### src/rtl/vx_ibuffer_multi_pkg.sv
// Shared core definitions for the multi-slice instruction buffer.
// Provides default sizing, warp-id to slice/index helpers and the
// {wis, payload} entry layout used by the default configuration.
package vx_ibuffer_multi_pkg;

  localparam int unsigned NUM_WARPS = 8;

  // Bits needed to index x items; never less than one bit.
  function automatic int unsigned log2up(input int unsigned x);
    return (x > 1) ? $clog2(x) : 1;
  endfunction

  function automatic int unsigned min_u(input int unsigned a, input int unsigned b);
    return (a < b) ? a : b;
  endfunction

  localparam int unsigned ISSUE_CNT_DEF = min_u(NUM_WARPS, 4);
  localparam int unsigned DATAW_DEF     = 64;
  localparam int unsigned WISW_DEF      = log2up(NUM_WARPS / ISSUE_CNT_DEF);

  // Buffered entry for the default configuration: warp-in-slice index above payload.
  typedef struct packed {
    logic [WISW_DEF-1:0]  wis;
    logic [DATAW_DEF-1:0] payload;
  } ibuf_entry_t;

  // Slice that owns a warp: warps are interleaved across slices.
  function automatic int unsigned wid_to_isw(input int unsigned wid, input int unsigned issue_cnt);
    return wid % issue_cnt;
  endfunction

  // Position of a warp inside its slice.
  function automatic int unsigned wid_to_wis(input int unsigned wid, input int unsigned issue_cnt);
    return wid / issue_cnt;
  endfunction

endpackage

### src/rtl/vx_ibuffer_multi_slice.sv
// One instruction-buffer slice: circular FIFO with occupancy count and flush.
// Ports:
//   clk, reset        clock, asynchronous active-high reset
//   push_valid        instruction presented to this slice
//   din               {wis, payload} entry to store
//   flush             discard all entries (next cycle empty)
//   ready             slice can accept a push this cycle
//   out_valid/out_data head entry (registered storage)
//   out_ready         consumer ready
//   ibuf_pop          dequeue strobe
//   count             occupancy
//   almost_full       occupancy >= DEPTH-AF_MARGIN
module vx_ibuffer_multi_slice
  import vx_ibuffer_multi_pkg::*;
#(
  parameter int unsigned DEPTH     = 4,
  parameter int unsigned ENTW      = 65,
  parameter int unsigned AF_MARGIN = 1,
  parameter int unsigned CNTW      = 3
) (
  input  logic            clk,
  input  logic            reset,
  input  logic            push_valid,
  input  logic [ENTW-1:0] din,
  input  logic            flush,
  output logic            ready,
  output logic            out_valid,
  output logic [ENTW-1:0] out_data,
  input  logic            out_ready,
  output logic            ibuf_pop,
  output logic [CNTW-1:0] count,
  output logic            almost_full
);

  localparam int unsigned PW = log2up(DEPTH);

  logic [PW-1:0]   wr_ptr_q, wr_ptr_d;
  logic [PW-1:0]   rd_ptr_q, rd_ptr_d;
  logic [CNTW-1:0] count_q, count_d;
  logic [ENTW-1:0] mem_q [DEPTH];
  logic            push;
  logic            pop;

  // A full slice does not take a push even when it pops in the same cycle.
  assign ready       = !reset && (count_q < CNTW'(DEPTH)) && !flush;
  assign push        = push_valid && ready;
  assign out_valid   = (count_q != '0);
  assign pop         = out_valid && out_ready && !flush;
  assign ibuf_pop    = pop;
  assign out_data    = mem_q[rd_ptr_q];
  assign count       = count_q;
  assign almost_full = (count_q >= CNTW'(DEPTH - AF_MARGIN));

  // Pointer and occupancy update; flush wins over any push/pop.
  always_comb begin
    wr_ptr_d = wr_ptr_q;
    rd_ptr_d = rd_ptr_q;
    count_d  = count_q;
    if (flush) begin
      wr_ptr_d = '0;
      rd_ptr_d = '0;
      count_d  = '0;
    end else begin
      if (push) wr_ptr_d = wr_ptr_q + PW'(1);
      if (pop)  rd_ptr_d = rd_ptr_q + PW'(1);
      if (push && !pop)      count_d = count_q + CNTW'(1);
      else if (!push && pop) count_d = count_q - CNTW'(1);
    end
  end

  // Control state.
  always_ff @(posedge clk or posedge reset) begin
    if (reset) begin
      wr_ptr_q <= '0;
      rd_ptr_q <= '0;
      count_q  <= '0;
    end else begin
      wr_ptr_q <= wr_ptr_d;
      rd_ptr_q <= rd_ptr_d;
      count_q  <= count_d;
    end
  end

  // Entry storage; contents are don't-care until written.
  always_ff @(posedge clk) begin
    if (push) mem_q[wr_ptr_q] <= din;
  end

endmodule

### src/rtl/vx_ibuffer_multi.sv
// Multi-slice instruction buffer: decoded instructions are steered to
// slice (wid mod ISSUE_CNT) and stored with their warp-in-slice index.
// Ports:
//   clk, reset                    clock, asynchronous active-high reset
//   decode_valid/wid/data/ready   decode-side handshake
//   flush[ISSUE_CNT]              per-slice discard
//   out_valid/out_data/out_ready  per-slice head handshake, data {wis, payload}
//   ibuf_pop[ISSUE_CNT]           per-slice dequeue strobe
//   count[ISSUE_CNT*CNTW]         per-slice occupancy
//   almost_full[ISSUE_CNT]        per-slice almost-full flag
module vx_ibuffer_multi
  import vx_ibuffer_multi_pkg::*;
#(
  parameter int unsigned WARP_CNT  = NUM_WARPS,
  parameter int unsigned ISSUE_CNT = min_u(WARP_CNT, 4),
  parameter int unsigned DEPTH     = 2 * (WARP_CNT / ISSUE_CNT),
  parameter int unsigned DATAW     = 64,
  parameter int unsigned AF_MARGIN = 1,
  localparam int unsigned WIDW     = log2up(WARP_CNT),
  localparam int unsigned WISW     = log2up(WARP_CNT / ISSUE_CNT),
  localparam int unsigned CNTW     = log2up(DEPTH + 1),
  localparam int unsigned ENTW     = WISW + DATAW
) (
  input  logic                      clk,
  input  logic                      reset,
  input  logic                      decode_valid,
  input  logic [WIDW-1:0]           decode_wid,
  input  logic [DATAW-1:0]          decode_data,
  output logic                      decode_ready,
  input  logic [ISSUE_CNT-1:0]      flush,
  output logic [ISSUE_CNT-1:0]      out_valid,
  output logic [ISSUE_CNT*ENTW-1:0] out_data,
  input  logic [ISSUE_CNT-1:0]      out_ready,
  output logic [ISSUE_CNT-1:0]      ibuf_pop,
  output logic [ISSUE_CNT*CNTW-1:0] count,
  output logic [ISSUE_CNT-1:0]      almost_full
);

  localparam int unsigned ISWW = log2up(ISSUE_CNT);

  logic [ISWW-1:0]      isw;
  logic [WISW-1:0]      wis;
  logic [ISSUE_CNT-1:0] sel;
  logic [ISSUE_CNT-1:0] slice_ready;

  assign isw = ISWW'(wid_to_isw(32'(decode_wid), ISSUE_CNT));
  assign wis = WISW'(wid_to_wis(32'(decode_wid), ISSUE_CNT));

  // Ready reflects only the slice the current warp maps to.
  assign decode_ready = |(sel & slice_ready);

  for (genvar i = 0; i < ISSUE_CNT; i++) begin : g_slice
    assign sel[i] = (isw == ISWW'(i));

    vx_ibuffer_multi_slice #(
      .DEPTH     (DEPTH),
      .ENTW      (ENTW),
      .AF_MARGIN (AF_MARGIN),
      .CNTW      (CNTW)
    ) u_slice (
      .clk         (clk),
      .reset       (reset),
      .push_valid  (decode_valid && sel[i]),
      .din         ({wis, decode_data}),
      .flush       (flush[i]),
      .ready       (slice_ready[i]),
      .out_valid   (out_valid[i]),
      .out_data    (out_data[i*ENTW +: ENTW]),
      .out_ready   (out_ready[i]),
      .ibuf_pop    (ibuf_pop[i]),
      .count       (count[i*CNTW +: CNTW]),
      .almost_full (almost_full[i])
    );
  end

endmodule
### config.mk
export PLATFORM = sky130hd
export DESIGN_NAME = vx_ibuffer_multi
export DESIGN_NICKNAME = d
export VERILOG_FILES = /design/src/rtl/vx_ibuffer_multi_pkg.sv /design/src/rtl/vx_ibuffer_multi_slice.sv /design/src/rtl/vx_ibuffer_multi.sv
export SDC_FILE = /design/constraint.sdc
export NUM_CORES = 1
export LEC_CHECK = 0
export CAP_MARGIN = 20
export CELL_PAD_IN_SITES_DETAIL_PLACEMENT = 1
export CELL_PAD_IN_SITES_GLOBAL_PLACEMENT = 2
export CORE_AREA = 2 2 285 287
export CTS_BUF_LIST = sky130_fd_sc_hd__clkbuf_4 sky130_fd_sc_hd__clkbuf_8
export DETAILED_ROUTE_END_ITERATION = 7
export DIE_AREA = 0 0 287 289
export PLACE_DENSITY_LB_ADDON = 0.15
export SKIP_CTS_REPAIR_TIMING = 1
export SLEW_MARGIN = 25
export SYNTH_ARGS = -nofsm -noshare
export SYNTH_HDL_FRONTEND = slang
export SYNTH_SLANG_ARGS = --single-unit
export TNS_END_PERCENT = 1
### constraint.sdc
create_clock -name clk -period 4.8 [get_ports clk]
set_input_delay 0.72 -clock clk [delete_from_list [all_inputs] [get_ports clk]]
set_output_delay 0.72 -clock clk [all_outputs]
set_load 0.02 [all_outputs]
==> qor.yml <==
viasPerCell: 5.694
wirelength_um: 98100
fp.dieH_um: 289
top_level_i_o_count: 363
first_global_vias: 20280
final.hold.worst_slack_ps: 346.4
synthTopCellsByArea: "sky130_fd_sc_hd__edfxtp_1, sky130_fd_sc_hd__mux4_2, sky130_fd_sc_hd__dfrtp_1, sky130_fd_sc_hd__ha_1, sky130_fd_sc_hd__buf_4"
critical_path_required_ps: 4080
die_width_um: 287
area_leader_netlist: "sky130_fd_sc_hd__edfxtp_1"
max-clock-path-buffers: 3
hold_path_class: "input pin to async pin"
synth.cell_area_mm2: 0.03949
clock-skew-final_ps: 38.67
grt_pass1_wl_um: 141900
critical_path_peak_fanout: 40
power_per_cell_area_mw_per_mm2: 455.1
area_delta_synth_final_pct: 21.78
post_layout_minimum_cycle_time_ps: 4155
power.leakage_nw: 15.14
layout.cells.most_common: "sky130_fd_sc_hd__edfxtp_1"
endpoint_kind: "output pin"
startpoint_type: "flop"
grt_antenna_before_repair: 2
worst_skew_pair.late_latency_ps: 810
timing.final.crit_share_pct: 86.56
timing_max_transition_violations_final: 0
place.port_buffers: 362
max_slew.worst_pin.slew_ps: 958.4
cts_max_level: 4
met3RoutedLength_um: 6878
initial_core_util_pct: 49.42
yosysWarningCount: 0
setup_total_negative_slack_ps: 0
synth_top_area_share_pct: 79.09
grt_overflow: 0
placeableCoreArea_mm2: 0.07990
synth-seq-cells: 1068
drcViolationCount: 0
final_nets: 2178
maxCapViolations: 0
cts.reportedPaths.clkPinSlew_ps: 60
run_status: "complete, no violations"
top_signal_layer_used: "met5"
grtUsageTotal_pct: 24.25
synth.yosys.seq_area_share_pct: 80.86
relSlewSlack_pct: 36.11
largest_net_degree_at_the_start_of_global_routing: 60
clock_tree.root_cell: "sky130_fd_sc_hd__clkbuf_8"
gpl.final_weighted_congestion: 0.7459
syn_inst: 1583
m1WireLength_um: 40640
cts_buffers: 168
numClockSinks: 1068
first_pass_iters: 5
timing.fmax_mhz: 240.7
synth_area_per_cell_um2: 24.94
die_area_mm2: 0.08294
wl_met2_um: 48350
critPathKind: "flop to output pin"
number_of_hold_violations_in_the_final_report: 0
cp.arrival_ps: 3430
mappedNetlistNets: 1681
setup_violation_total_in_the_final_timing_report: 0
place.detailed.hpwl_um: 59490
cts_tree: "done"
drtIter0Drc: 1795
drive_above_1_share_pct: 27.63
rsz0062_at_grt: "false"
routedWlPerCell_um: 29.95
drt.antenna.violating_nets: 0
detailroute.via_count: 18660
distinct_cell_type_count_of_the_synthesized_netlist: 41
core.rowCount: 104
highest_count_cells_in_the_layout_ignoring_fill_and_taps: "sky130_fd_sc_hd__edfxtp_1, sky130_fd_sc_hd__clkdlybuf4s50_1, sky130_fd_sc_hd__mux4_2, sky130_fd_sc_hd__clkbuf_8, sky130_fd_sc_hd__clkbuf_4"
vdd_ir_drop_max_mv: 0.2597
## worst paths after layout
check                                                from                              to  slack, ps  cells past startpoint
max                        g_slice[0].u_slice.rd_ptr_q[0]                    out_data[19]        650                      3
min                                                 reset     g_slice[1].u_slice.count[1]        350                      2
max reg2reg                   g_slice[3].u_slice.count[2]  g_slice[3].u_slice.mem_q[0][1]       2320                      4
min reg2reg                g_slice[0].u_slice.wr_ptr_q[1]  g_slice[0].u_slice.wr_ptr_q[1]        590                      2
max in group asynchronous                           reset  g_slice[0].u_slice.rd_ptr_q[1]       3760                      3
min in group clk           g_slice[0].u_slice.wr_ptr_q[1]  g_slice[0].u_slice.wr_ptr_q[1]        590                      2
## synth_stat cells
library cell                   n
sky130_fd_sc_hd__nor3b_1       1
sky130_fd_sc_hd__a21oi_1       5
sky130_fd_sc_hd__buf_4        23
sky130_fd_sc_hd__clkbuf_1     21
sky130_fd_sc_hd__fa_1          4
sky130_fd_sc_hd__buf_1        12
sky130_fd_sc_hd__xnor2_1       8
sky130_fd_sc_hd__mux2i_1       1
sky130_fd_sc_hd__nand3_1       4
sky130_fd_sc_hd__nor2_4        1
sky130_fd_sc_hd__edfxtp_1   1040
sky130_fd_sc_hd__or3b_4        1
sky130_fd_sc_hd__mux2_2       11
sky130_fd_sc_hd__buf_6         1
sky130_fd_sc_hd__o31a_1        2
sky130_fd_sc_hd__buf_2        21
sky130_fd_sc_hd__nor3b_4       1
sky130_fd_sc_hd__nor2_1       38
sky130_fd_sc_hd__nand2_1      10
sky130_fd_sc_hd__ha_1         16
sky130_fd_sc_hd__and2_1        7
sky130_fd_sc_hd__nor2b_1       4
sky130_fd_sc_hd__mux4_2      260
sky130_fd_sc_hd__nor3_2        1
sky130_fd_sc_hd__xor2_1        7
sky130_fd_sc_hd__and2_2        6
sky130_fd_sc_hd__dfrtp_1      28
sky130_fd_sc_hd__nor2_8        1
sky130_fd_sc_hd__a2bb2oi_1     2
sky130_fd_sc_hd__or3_4         1
sky130_fd_sc_hd__or3_1         4
sky130_fd_sc_hd__a21o_1        4
sky130_fd_sc_hd__and3_2        5
sky130_fd_sc_hd__nor3_1        5
sky130_fd_sc_hd__a2111oi_2     1
sky130_fd_sc_hd__inv_1        17
sky130_fd_sc_hd__nand3b_2      1
sky130_fd_sc_hd__o21ai_0       2
sky130_fd_sc_hd__xor2_2        2
sky130_fd_sc_hd__a311oi_1      1
sky130_fd_sc_hd__and3_1        3
## registers in the layout, indices dropped and copies added, names as in the netlist
| name | cells |
|---|---|
| g_slice.u_slice.rd_ptr_q | 8 |
| g_slice.u_slice.count | 12 |
| g_slice.u_slice.wr_ptr_q | 8 |
| g_slice.u_slice.mem_q | 1040 |
## per-layer routing
metal | GRT usage (%) | vias to the layer above
met5 | 0 | -
li1 | - | 7715
met3 | 6.055 | 137
met4 | 7.292 | 2
met1 | 33.57 | 10140
met2 | 38.65 | 665
## logic make-up (layout without fill, tap and decap cells)
group / count (synthesis) / count (layout) / synth area share [%]
XOR/XNOR: 17 / 17 / 0.4151
other: 0 / 1 / 0
adder cells (fa/ha/maj): 20 / 20 / 0.7098
multiplexers: 272 / 272 / 15.17
AO/OA/AOI/OAI: 17 / 17 / 0.3137
buffers and inverters: 95 / 727 / 1.207
AND/OR/NAND/NOR: 94 / 94 / 1.321
flip-flops: 1068 / 1068 / 80.86
## final cells by class
cell class | count | area (um2)
Sequential cell | 1068 | 31960
Fill cell | 6640 | 31810
Multi-Input combinational cell | 420 | 7128
Timing Repair Buffer | 405 | 4232
Clock buffer | 226 | 2760
Tap cell | 1060 | 1326
Clock inverter | 79 | 611.8
Inverter | 17 | 63.81
Antenna cell | 1 | 2.502
## worst max-delay path, stage by stage, from the launching register on
cell	delay, ps
sky130_fd_sc_hd__dfrtp_4	1010
sky130_fd_sc_hd__buf_12	330
sky130_fd_sc_hd__mux4_2	540
sky130_fd_sc_hd__clkdlybuf4s50_1	680
## power by group
group          internal [mW]  switching [mW]  total [mW]
Clock                   4.07            3.62        7.69
Combinational           1.76            1.81        3.57
Sequential              10.3           0.311        10.6
Total                   16.1            5.74        21.9
## per-stage QoR
stage	util (%)	cell area [um2]	worst slack (ps)	cells	total power [mW]
finish	60.18	48080	645.4	3276	21.88
global placement	55.86	44630	1117	2967	14.41
detailed placement	55.89	44660	1161	2968	14.45
global route	60.18	48080	423.9	3276	22.64
floorplan	-	39490	1482	1583	12.72
CTS	60.11	48030	480.8	3273	22.12
Power figures use the tool's default switching activity.
